## config.mk

```make
export PLATFORM = sky130hd
export DESIGN_NAME = i2s_audio_receiver
export DESIGN_NICKNAME = d
export VERILOG_FILES = /design/src/rtl/i2s_audio_receiver.sv
export SDC_FILE = /design/constraint.sdc
export NUM_CORES = 1
export LEC_CHECK = 0
export BUFFER_PORTS_ARGS = -buffer_cell sky130_fd_sc_hd__buf_2
export CAP_MARGIN = 20
export CORE_MARGIN = 2
export CORE_UTILIZATION = 42
export DETAILED_ROUTE_END_ITERATION = 7
export MAX_ROUTING_LAYER = met4
export PLACE_DENSITY = 0.67
export REMOVE_ABC_BUFFERS = 1
export SLEW_MARGIN = 20
export SYNTH_ARGS = -nofsm -noshare
export SYNTH_HDL_FRONTEND = slang
export SYNTH_SLANG_ARGS = --single-unit
```

## constraint.sdc

```tcl
create_clock -name clk -period 5.21 [get_ports clk]
set_clock_uncertainty 0.05 [all_clocks]
set_input_delay 0.2605 -clock clk [delete_from_list [all_inputs] [get_ports clk]]
set_output_delay 0.2605 -clock clk [all_outputs]
set_load 0.01 [all_outputs]
```

## src/rtl/i2s_audio_receiver.sv

```systemverilog
// i2s_audio_receiver
//
// Recovers DATA_WIDTH-bit left/right PCM words from an I2S stream that is
// asynchronous to clk. sck/lrck/sdin are brought into the clk domain by
// 2-flop synchronisers, and sck is oversampled to find its rising edges.
// All serial sampling happens on those edges.
//
// Ports:
//   clk          system clock, at least 4x audio_sck
//   rst          synchronous active-high reset
//   audio_sck    I2S bit clock (async)
//   audio_lrck   I2S word select (async), 0 = left, 1 = right
//   audio_sdin   I2S serial data (async), MSB first, changes on sck fall
//   audio_left   last complete left word
//   audio_right  last complete right word
//   sample_valid 1-cycle pulse, new L/R pair on the outputs
//   frame_err    1-cycle pulse, a slot ended with fewer than DATA_WIDTH bits
//   locked       high after the first complete L/R frame since reset/error

module i2s_audio_receiver #(
    parameter int unsigned DATA_WIDTH = 16
) (
    input  logic                  clk,
    input  logic                  rst,
    input  logic                  audio_sck,
    input  logic                  audio_lrck,
    input  logic                  audio_sdin,
    output logic [DATA_WIDTH-1:0] audio_left,
    output logic [DATA_WIDTH-1:0] audio_right,
    output logic                  sample_valid,
    output logic                  frame_err,
    output logic                  locked
);

    localparam int unsigned     CntW    = $clog2(DATA_WIDTH + 1);
    localparam logic [CntW-1:0] CntFull = CntW'(DATA_WIDTH);

    localparam logic [1:0] StAlign = 2'd0;
    localparam logic [1:0] StLeft  = 2'd1;
    localparam logic [1:0] StRight = 2'd2;

    // Synchronisers; sck_s3 is the edge-detect register.
    logic sck_s1, sck_s2, sck_s3;
    logic lrck_s1, lrck_s2;
    logic sdin_s1, sdin_s2;

    logic                  ws_primed;
    logic                  ws_prev;
    logic                  channel;
    logic [CntW-1:0]       bit_cnt;
    logic [DATA_WIDTH-1:0] shreg;
    logic                  word_done;

    logic [1:0]            state;
    logic [DATA_WIDTH-1:0] left_hold;
    logic                  left_ok;

    logic sck_rise;
    logic ws;
    logic sd;
    logic boundary;
    logic shift_en;
    logic short_slot;

    always_ff @(posedge clk) begin
        if (rst) begin
            sck_s1  <= 1'b0;
            sck_s2  <= 1'b0;
            sck_s3  <= 1'b0;
            lrck_s1 <= 1'b0;
            lrck_s2 <= 1'b0;
            sdin_s1 <= 1'b0;
            sdin_s2 <= 1'b0;
        end else begin
            sck_s1  <= audio_sck;
            sck_s2  <= sck_s1;
            sck_s3  <= sck_s2;
            lrck_s1 <= audio_lrck;
            lrck_s2 <= lrck_s1;
            sdin_s1 <= audio_sdin;
            sdin_s2 <= sdin_s1;
        end
    end

    always_comb begin
        sck_rise   = sck_s2 & ~sck_s3;
        ws         = lrck_s2;
        sd         = sdin_s2;
        // ws_prev only means something once a real lrck level has been seen;
        // before that the reset value 0 would fake a boundary when joining a
        // right slot, so alignment waits for a genuine lrck edge.
        boundary   = sck_rise & ws_primed & (ws != ws_prev);
        shift_en   = sck_rise & ws_primed & ~boundary & (state != StAlign) &
                     (bit_cnt < CntFull);
        short_slot = boundary & (state != StAlign) & (bit_cnt < CntFull);
    end

    // Slot tracking and bit capture.
    always_ff @(posedge clk) begin
        if (rst) begin
            ws_primed <= 1'b0;
            ws_prev   <= 1'b0;
            channel   <= 1'b0;
            bit_cnt   <= '0;
            shreg     <= '0;
            word_done <= 1'b0;
        end else begin
            word_done <= 1'b0;
            if (sck_rise && !ws_primed) begin
                ws_primed <= 1'b1;
                ws_prev   <= ws;
            end
            if (boundary) begin
                // The boundary bit is the I2S delay bit and is dropped.
                ws_prev <= ws;
                channel <= ws;
                bit_cnt <= '0;
                shreg   <= '0;
            end else if (shift_en) begin
                shreg   <= {shreg[DATA_WIDTH-2:0], sd};
                bit_cnt <= bit_cnt + CntW'(1);
                // Bits past DATA_WIDTH are ignored, so longer slots keep
                // their top DATA_WIDTH bits.
                if (bit_cnt == CntFull - CntW'(1)) begin
                    word_done <= 1'b1;
                end
            end
        end
    end

    // Channel FSM and output registers.
    always_ff @(posedge clk) begin
        if (rst) begin
            state        <= StAlign;
            left_hold    <= '0;
            left_ok      <= 1'b0;
            audio_left   <= '0;
            audio_right  <= '0;
            sample_valid <= 1'b0;
            frame_err    <= 1'b0;
            locked       <= 1'b0;
        end else begin
            sample_valid <= 1'b0;
            frame_err    <= 1'b0;

            // word_done and a boundary can never share a cycle: two sck
            // rises are always at least two clk apart.
            if (word_done) begin
                case (state)
                    StLeft: begin
                        if (!channel) begin
                            left_hold <= shreg;
                            left_ok   <= 1'b1;
                        end
                    end
                    StRight: begin
                        if (channel) begin
                            // Only a right word that completes a left word
                            // publishes a pair.
                            if (left_ok) begin
                                audio_left   <= left_hold;
                                audio_right  <= shreg;
                                sample_valid <= 1'b1;
                                locked       <= 1'b1;
                            end
                            left_ok <= 1'b0;
                        end
                    end
                    default: ;
                endcase
            end

            if (boundary) begin
                state <= ws ? StRight : StLeft;
                // The slot ending in ALIGN is a partial join and is never an
                // error; a short slot otherwise drops the pair in progress.
                if (short_slot) begin
                    frame_err <= 1'b1;
                    left_ok   <= 1'b0;
                    locked    <= 1'b0;
                end
            end
        end
    end

endmodule

```

### Yosys cells after proc, flatten, opt, wreduce, memory -nomap -nowiden

Index checks and enable logic that the tools add are counted.

* register bits: 86
* output and inout port bits: 35

* $add $sub $neg: 1
* order comparisons: 1
* equality and inequality tests: 4
* mux-type cells: 18
* bitwise operators: 14
* reduce and logical (&&, ||, !) cells: 10

Operators with widths (number)
* 1-bit two-way mux: 16
* 1-bit AND: 8
* 1-bit inverter: 6
* 5-bit by 1-bit adder with 5-bit output, second input constant: 1
* 5-bit by 4-bit == test with 1-bit output, second input constant: 1
* 5-bit < comparator, second input constant: 1
* 4-bit AND reduction: 1
* 2-bit nonzero test: 2
* 2-bit OR reduction: 2
* 4-bit OR reduction: 1
* 3-bit AND reduction: 1
* 3-bit OR reduction: 1
* 2-bit by 1-bit == test with 1-bit output, second input constant: 1
* 2-bit == test, second input constant: 1
* 2-bit two-way mux: 1
* 1-bit case mux with 2 select lines: 1
* 1-bit logical AND: 1
* 1-bit zero test: 1
* 1-bit inequality test: 1

### Depth between registers and ports, before layout

Gate-level depths: netlist of run 1.

* depth after elaboration: 10
* depth in mapped cells: 7

### Worst setup path after synthesis of run 1

OpenSTA, ideal clock, no wires.

* kind: flip-flop to flip-flop
* start point: reg channel (netlist name)
* end point: reg shreg[4]
* data arrival time: 1.732 ns
* path slack: 3.357 ns
* cell stages (with the launch flop): 8
* path through: dfxtp_1 inv_1 ha_1 or2_1 buf_2 nor3_2 buf_6 mux2i_1

RTL lines
* end signal, assigned: line 120 `shreg <= {shreg[DATA_WIDTH-2:0], sd};`
* end, declared: line 51 `logic [DATA_WIDTH-1:0] shreg;`

### Worst setup path after layout of run 1

* start point: reg sck_s3
* end point: reg shreg[9]

* word-level cells in the longest chain between the ends: 8
* elaborated cells between the ends (all ways): 9

Ends and longest elaborated chain
* start, declared: line 43 `logic sck_s1, sck_s2, sck_s3;`
* start signal, assigned: line 77 `sck_s3 <= sck_s2;`
* 1-bit inverter *: line 86 `sck_rise = sck_s2 & ~sck_s3;`
* 1-bit AND *: line 86
* 1-bit AND *: line 92, 93
* 1-bit AND: line 92 `boundary = sck_rise & ws_primed & (ws != ws_prev);`
* 1-bit inverter (no source line)
* 1-bit AND (3 in a row): line 93 `shift_en = sck_rise & ws_primed & ~boundary & (state != StAlign) &`

Mark *: on every way between the ends. The rest lies on a longest branch, timed or not.
A chain may end at the register's enable or synchronous reset.

==> flow_metrics.tcl, run 1 <==
set metrics [dict create \
    instances_no_fill 513 \
    fillCellCount 795 \
    r2r-start "sck_s3" \
    seqPwrFrac 0.563 \
    ir_drop_uv 149.7 \
    switching_power_uw 265.1 \
    slew_headroom 0.3877 \
    routedWlPerCell_um 12.05 \
    grt_setup_unrepaired "false" \
    drive_gt1_frac 0.1533 \
    final_common_cell "nand2_1" \
    synthArstFlopShare 0 \
    ant_nets 0 \
    period_needed_ps 1982 \
    fin_crit_sh 0.3805 \
    dpl.cell_count 497 \
    rows 32 \
    worstHoldStart "audio_sdin" \
    htreeDepth 3 \
    final_cell_mix "nand2_1, dfxtp_1, a21oi_1" \
    yosys.area.top_type "dfxtp_1" \
    p_sw_frac 0.2280 \
    cts_buffers 9 \
    synth.area.top_cells "dfxtp_1, nand2_1, a21oi_1" \
    remaining_drc_errors 0 \
    detail_route.iter0.violations 166 \
    setup_tns_ps 0 \
    dr.pass1.iters 4 \
    port_buffers 39 \
    holdPathStages 2 \
    pwr-share-clk 0.416 \
    worstSetupPathType "reg2reg" \
    yosysUniqueCellTypes 34 \
    setup_viol 0 \
    finalInstanceArea_um2 3704 \
    area_growth_pct 13.71 \
    dp_hpwl_mm 3.818 \
    initial_core_util 0.4281 \
    clk_latency_ps 360 \
    synth_area_um2 3257 \
    diodes 0 \
    worstPathArrival_ps 2220 \
    slew_viol_final 0 \
    cts_resized 0 \
    synth_top_cell_area_share 0.5225 \
    max_freq_mhz 504.5 \
    synth_edf_count 0 \
    rr_worst_depth 4 \
    path_delay_family "simple AND/OR/NAND/NOR gates" \
    coreArea_um2 7607 \
    start_kind "flip-flop" \
    cp_slowest_stage_delay_ps 690 \
    ctsLongestPathBuffers 2 \
    dieArea_um2 8475 \
    ys_warn_count 0 \
    synthFlopType "dfxtp_1" \
    cts_setup_buffers 0 \
    multi_input_area_um2 1428 \
    syn_area_per_cell_um2 8.616 \
    hold_viol 0 \
    p_leak_uw 0.001362 \
    dpl-instance-area_um2 3496 \
    globalplace.congestion 0.7960 \
    clk_pin_slew_worst_paths_ps 90 \
    fin_nets 417 \
    grt_pass1_vias 2376 \
    cp-end-kind "flip-flop" \
    ys_ff_latch 85 \
    grt_pass1_wl_mm 10.49 \
    crit_chain "nand3b_1 > nor3_2 > buf_4 > mux2i_1" \
    vias_per_cell 4.975 \
    vias 2552 \
    grt_max_degree 85 \
    critPathRequiredTime_ps 5450 \
    antenna_found_initial 0 \
    regArea_um2 1702 \
    crit_buf_inv 1 \
    crit_slowest_cell "nand3b_1" \
    maxCapViolations 0 \
    path_max_fanout 28 \
    io_pins 40 \
    hold_class "in2reg" \
    die-width_um 92.06 \
    p_comb_frac 0.022 \
    finalWirelength_mm 6.181 \
    grt_usage 0.1586 \
    seq_area_frac_synth 0.5225 \
    dieHeight_um 92.06 \
    cts_root_buf "clkbuf_8" \
    rr_endpoint "shreg[9]" \
    worstHoldEndpoint "sdin_s1" \
    p_per_area_nw_per_um2 314.0 \
    syn_inst 378 \
    grt_overflow_total 0 \
    status "finished, final reports clean" \
    r2r_slack_ps 3230 \
    clkSinkCount 85 \
    postCtsHoldBufs 0 \
    internal-power_uw 897.7 \
    cts_tree "done" \
    worst_pin_slew_ps 915.7 \
]
## kinds of logic after synthesis
group	share of synthesized area
AND/OR/NAND/NOR	0.2217
AO/OA/AOI/OAI	0.1395
flip-flops	0.5225
buffers and inverters	0.03957
multiplexers	0.04610
adder cells (fa/ha/maj)	0.02305
XOR/XNOR	0.007685
## cells in the mapped netlist, types with 2 or more instances
cell / count
a21o_1: 2
a21oi_1: 57
and3b_1: 3
buf_1: 2
buf_2: 7
clkbuf_1: 16
dfxtp_1: 85
ha_1: 6
inv_1: 4
mux2i_1: 15
nand2_1: 97
nand3_1: 2
nand3b_1: 2
nand4_1: 7
nor2_1: 6
nor2b_1: 24
nor3_1: 2
nor4_1: 2
o21ai_0: 20
o31ai_1: 5
## through the flow
step           hold WS [ps]  utilization  power, uW  setup WS (ps)
4_1_cts               43.66       0.4867       1178           3115
5_1_grt               51.97       0.4868       1208           3056
6_report              52.85       0.4868       1163           3228
3_5_place_dp          375.5       0.4595      694.9           3147
3_3_place_gp          368.4       0.4595      694.9           3249
2_1_floorplan         279.6            -      679.9           3041
## sequential cells by signal (all words and copies together), names as in the netlist, 5 cells and up
| name | count |
|---|---|
| audio_left | 16 |
| audio_right | 16 |
| left_hold | 16 |
| shreg | 16 |
| bit_cnt | 5 |
## how the worst max path moves through the flow
stage,start,end,slack (ps),cells past startpoint
3_3_place_gp,sck_s3,bit_cnt[0],3250,3
3_5_place_dp,channel,audio_left[12],3150,4
2_1_floorplan,channel,shreg[0],3040,5
4_1_cts,channel,audio_right[15],3110,4
5_1_grt,sck_s2,shreg[9],3060,4
6_report,sck_s3,shreg[9],3230,4
## power by group through the flow
stage	Clock (uW)	Combinational, uW	Sequential, uW
4_1_cts	498	25.3	654
5_1_grt	525	28.3	655
2_1_floorplan	0	10.8	669
3_5_place_dp	0	25.3	670
6_report	484	25.2	654
3_3_place_gp	0	25.3	670
## per-layer routing
layer / up-vias / part of all wire / wire (um) / global-route usage
met4: 0 / 0.021 / 131 / 0.07214
met3: 14 / 0.039 / 238 / 0.04191
met5: - / 0 / 0 / -
li1: 1326 / - / - / -
met1: 1165 / 0.45 / 2789 / 0.1809
met2: 47 / 0.49 / 3021 / 0.2616
## cell type report
type | count | share of cell area
repair buffers | 43 | 0.06081
flip-flops and latches | 85 | 0.4595
well taps | 102 | 0.03446
clock buffers | 10 | 0.03716
clock inverters | 6 | 0.01858
multi-input cells | 263 | 0.3855
inverters | 4 | 0.004054
No activity file was read; power rests on OpenSTA's default activity.
==> inputs of run 2 (changes only) <==
Settings changed: ABC_AREA set to 1, PLACE_DENSITY 0.67 to 0.69.
Clock period 5.21 ns to 1.63 ns, I/O delays scaled along.
==> run 2 against run 1 <==
  * Fmax up 30%
  * Critical endpoint is now bit_cnt[3]
  * Die area down 3.1%
  * Hold slack worse by 39 ps
  * Clock-buffer cell count is 1 higher
  * Non-clock buffer count up 15
  * Flip-flop and latch count is the same
  * Synthesized cell count unchanged
==> flow_metrics.tcl, run 2 <==
set metrics [dict create \
    grt_max_degree 41 \
    ctsLongestPathBuffers 2 \
    dpl-instance-area_um2 3446 \
    dr.pass1.iters 4 \
    r2r-start "channel" \
    synth.area.top_cells "dfxtp_1, nor2_1, o21ai_0" \
    path_max_fanout 19 \
    max_freq_mhz 653.8 \
    synthFlopType "dfxtp_1" \
    status "finished, final reports clean" \
    cp-end-kind "flip-flop" \
    clk_pin_slew_worst_paths_ps 80 \
    diodes 0 \
    worstHoldStart "rst" \
    htreeDepth 3 \
    yosys.area.top_type "dfxtp_1" \
    final_common_cell "nor2_1" \
    synthArstFlopShare 0 \
    dieHeight_um 90.65 \
    fin_crit_sh 0.9383 \
    initial_core_util 0.4347 \
    area_growth_pct 19.48 \
    detail_route.iter0.violations 92 \
    critPathRequiredTime_ps 1820 \
    syn_inst 378 \
    r2r_slack_ps 100 \
    hold_class "in2reg" \
    yosysUniqueCellTypes 25 \
    seq_area_frac_synth 0.5397 \
    clk_latency_ps 350 \
    finalWirelength_mm 5.744 \
    synth_most_common_cell "dfxtp_1" \
    final_cell_mix "nor2_1, dfxtp_1, o21ai_0" \
    finalPower_uw 4026 \
    synth_common_cells "dfxtp_1, nor2_1, o21ai_0" \
    p_per_area_nw_per_um2 1069 \
    grt_usage 0.1567 \
    coreArea_um2 7253 \
    p_leak_uw 0.001540 \
    endpoint "bit_cnt[3]" \
    worstPathArrival_ps 1720 \
    vias_per_cell 4.783 \
    syn_area_per_cell_um2 8.341 \
    ir_drop_uv 472.8 \
    start_kind "flip-flop" \
    worstSetupPathType "reg2reg" \
    setup_tns_ps 0 \
    cts_root_buf "clkbuf_8" \
    fin_nets 437 \
    grt_pass1_wl_mm 10.25 \
    fillCellCount 722 \
    hold_viol 0 \
    grt_overflow_total 0 \
    regArea_um2 1704 \
    slew_viol_final 0 \
    worst_pin_slew_ps 390.8 \
    rr_worst_depth 8 \
    ys_ff_latch 85 \
    drive_gt1_frac 0.2088 \
    synth_edf_count 0 \
    dieArea_um2 8217 \
    die-width_um 90.65 \
    grt_setup_unrepaired "true" \
    remaining_drc_errors 0 \
    routedWlPerCell_um 10.84 \
    ys_warn_count 0 \
    synth_area_um2 3153 \
    cts_buffers 9 \
    io_pins 40 \
    port_buffers 39 \
    crit_start "channel" \
    period_needed_ps 1529 \
    dp_hpwl_mm 3.753 \
    grt_pass1_vias 2410 \
    ant_nets 0 \
    globalplace.congestion 0.7780 \
    cts_tree "done" \
    synth_top_cell_area_share 0.5397 \
    rows 31 \
    vias 2535 \
    clkSinkCount 85 \
    setup_viol 0 \
    slew_headroom 0.7392 \
    antenna_found_initial 0 \
    rr_endpoint "bit_cnt[3]" \
    maxCapViolations 0 \
    multi_input_area_um2 1226 \
    finalInstanceArea_um2 3767 \
]
run 2: cell count changes after synthesis, moves of 15 or more:
cell / previous run / this run
o21ai_0: 20 / 49
nor2_1: 6 / 84
a21oi_1: 57 / 29
nand2_1: 97 / 32
nand3_1: 2 / 24
nor2b_1: 24 / 0
mux2i_1: 15 / 0
inv_1: 4 / 25
run 2: routing by layer:
| metal | global-route usage | share of wire |
|---|---|---|
| met5 | - | 0 |
| met4 | 0.08718 | 0.023 |
| met3 | 0.03005 | 0.039 |
| met2 | 0.2612 | 0.47 |
| met1 | 0.1766 | 0.47 |
run 2: per-stage QoR:
stage          hold slack, ps  cells  utilization  worst slack [ps]
2_1_floorplan           100.6    357            -            -76.17
3_3_place_gp            228.3    509       0.4751             93.91
3_5_place_dp            238.4    509       0.4751            -24.55
4_1_cts                 4.751    528       0.5151             10.75
5_1_grt                 27.68    530       0.5194            -6.357
6_report                14.26    530       0.5194             100.6
run 2: worst min-delay path by stage:
stage,end,slack (ps),cells after the start
after floorplan,state[0],100,1
after global placement,sck_s1,230,3
after detailed placement,lrck_s1,240,3
after CTS,lrck_s1,5,3
after global routing,sck_s3,30,3
final,state[0],10,3
run 2: layout make-up:
| type | count | area share |
|---|---|---|
| clock inverter | 5 | 0.02823 |
| multi-input combinational | 246 | 0.3255 |
| sequential | 85 | 0.4523 |
| timing repair buffer | 58 | 0.09366 |
| clock buffer | 11 | 0.04019 |
| inverter | 26 | 0.02723 |
| tap | 99 | 0.03288 |
run 2: critical path: stages, from the launching register on:
cell and delay, ps:
dfxtp_2 350, inv_1 60, ha_1 200, inv_1 80, nand2_1 80, nor2_4 220
nand2_4 190, nand2_1 110, a21oi_1 70
run 2: cells by family after synthesis:
logic type	count (synthesis)	share of synthesized area
compound gates	89	0.1540
xor+xnor	3	0.01072
fa+ha+maj	6	0.02381
buf+inv	47	0.07262
flops	85	0.5397
simple gates	148	0.1992
run 2: repair_timing:
item / CTS / global route
pin swaps: 0 / 1
cloned: 0 / 0
hold buffers: 3 / 0
endpoints found under the setup margin: 7 / 23
gates resized for setup: 1 / 6
setup buffers: 0 / 2
hold endpoints to repair: 3 / 0
run 2: report_power, final:
group	total [uW]	leakage, uW	internal, uW	switching (uW)
registers	2090	0.000687	2080	6.69
logic	112	0.000727	41.5	70.4
clock network	1820	0.000126	1100	719
total	4030	0.00154	3230	797
==> inputs of run 3 (changes only) <==
Settings changed: SETUP_SLACK_MARGIN set to 0.4.
==> run 3 against run 2 <==
  * Clock power about the same
  * Combinational power increased by 21%
  * Die area unchanged
  * Sequential power about the same
  * Critical path depth increased by 1
  * Highest routed layer unchanged
  * Flip-flop and latch count unchanged
  * Routed wire length increased by 21%
==> flow_metrics.tcl, run 3 (same netlist as run 2, synthesis figures left out) <==
set metrics [dict create \
    critPathRequiredTime_ps 1880 \
    grt.met2_usage 0.2836 \
    clkSinkCount 85 \
    grt_setup_unrepaired "true" \
    worst_path_most_repeated_cell "inv_2" \
    ctsLongestPathBuffers 2 \
    port_buffers 39 \
    cts_buffers 9 \
    status "finished, final reports clean" \
    coreArea_um2 7253 \
    remaining_drc_errors 0 \
    clk_pin_slew_worst_paths_ps 80 \
    dieArea_um2 8217 \
    r2r_slack_ps 190 \
    fin_nets 450 \
    start_kind "flip-flop" \
    cp_slowest_stage_delay_ps 360 \
    dp_hpwl_mm 3.753 \
    crit_chain "inv_2 > ha_4 > inv_2 > nand2_2 > nor2_4 > buf_12 > clkbuf_16 > nand3_1 > a21oi_2" \
    grt_overflow_total 0 \
    crit_slowest_cell "dfxtp_2" \
    clk_latency_ps 360 \
    grt_pass1_vias 2589 \
    grt_usage 0.1778 \
    vias_per_cell 4.851 \
    slew_viol_final 0 \
    cts_tree "done" \
    worstHoldEndpoint "lrck_s2" \
    setup_tns_ps 0 \
    fin_hold_ws_ps 4.754 \
    top_usage_layer "met2" \
    die-width_um 90.65 \
    rows 31 \
    p_leak_uw 0.001672 \
    fillCellCount 655 \
    grt_pass1_wl_mm 11.47 \
    grt.met3_usage 0.03255 \
    holdPathStages 3 \
    diodes 0 \
    htreeDepth 3 \
    hold_viol 0 \
    cts_root_buf "clkbuf_8" \
    detail_route.iter0.violations 104 \
    worst_pin_slew_ps 445.0 \
    finalWirelength_mm 6.961 \
    hold_class "in2reg" \
    grt_max_degree 27 \
    worstPathArrival_ps 1690 \
    globalplace.congestion 0.7780 \
    dr.pass1.iters 4 \
    worstHoldStart "rst" \
    final_cell_mix "nor2_1, dfxtp_1, buf_2" \
    max_freq_mhz 693.3 \
    io_pins 40 \
    antenna_found_initial 0 \
    cp-end-kind "flip-flop" \
    area_growth_pct 33.06 \
    routedWlPerCell_um 12.82 \
    fin_crit_sh 0.8849 \
    p_per_area_nw_per_um2 972.5 \
    vias 2634 \
    initial_core_util 0.4347 \
    ant_nets 0 \
    slew_headroom 0.7030 \
    maxCapViolations 0 \
    path_max_fanout 8 \
    dieHeight_um 90.65 \
    rr_worst_depth 9 \
    ir_drop_uv 452.1 \
    grt_util_met1 0.2119 \
    worstSetupPathType "reg2reg" \
    rr_endpoint "shreg[5]" \
    setup_viol 0 \
    drive_gt1_frac 0.3243 \
    period_needed_ps 1442 \
    r2r-start "channel" \
]
==> run 3: changes by cell type in the layout (fill, tap and decap cells not counted), moves of 5 or more <==
cell	previous run	this run
inv_1	25	20
nand2_2	0	8
buf_6	2	8
o21ai_1	0	31
nand3_1	24	11
nand2_1	32	24
nand3_2	1	11
o21ai_0	49	18
==> run 3: critical path: cells and delay by family, from the launching register on <==
family	cells	cell delay, ps
AND/OR/NAND/NOR	3	280
buffers and inverters	4	420
AO/OA/AOI/OAI	1	120
adder cells (fa/ha/maj)	1	150
flip-flops	1	360
==> run 3: per-layer routing <==
metal	part of all wire	wire length (um)
met5	0	0
met1	0.47	3247
met3	0.042	294
met2	0.47	3300
met4	0.017	119
==> run 3: how the worst max path moves through the flow <==
stage | cells after the start | to | startpoint
final | 9 | shreg[5] | channel
after global routing | 9 | shreg[15] | channel
after CTS | 10 | bit_cnt[0] | channel
after detailed placement | 6 | audio_right[3] | state[0]
after global placement | 6 | audio_right[6] | state[0]
after floorplan | 6 | audio_right[0] | state[0]
==> run 3: what timing repair did <==
item / in CTS / in global routing
cloned: 4 / 2
endpoints found under the setup margin: 73 / 73
hold endpoints to repair: 3 / 0
hold buffers: 3 / 0
resized for setup: 60 / 46
setup buffers: 7 / 2
pin swaps: 13 / 14
==> run 3: cell type report <==
type	instances	area, um2	area share
Sequential cell	85	1708	0.4071
Inverter	26	112.6	0.02684
Clock buffer	11	151.4	0.03609
Clock inverter	5	106.4	0.02535
Tap cell	99	123.9	0.02953
Timing Repair inverter	1	16.27	0.003877
Multi-Input combinational cell	247	1431	0.3412
Timing Repair Buffer	69	545.5	0.1300
==> run 3: metrics by stage <==
| step | utilization | worst slack [ps] | instances | total power [uW] | cell area (um2) |
|---|---|---|---|---|---|
| finish | 0.5784 | 187.6 | 543 | 4080 | 4195 |
| floorplan | - | -76.17 | 357 | 2203 | 3022 |
| CTS | 0.5548 | 245.1 | 539 | 4092 | 4024 |
| global placement | 0.4751 | 93.91 | 509 | 2245 | 3446 |
| global route | 0.5784 | 100.5 | 543 | 4221 | 4195 |
| detailed placement | 0.4751 | -24.55 | 509 | 2247 | 3446 |
==> run 3: power by group <==
part	switching (uW)	internal [uW]
combinational	85.7	48.9
clock	748	1100
sequential	8.32	2080
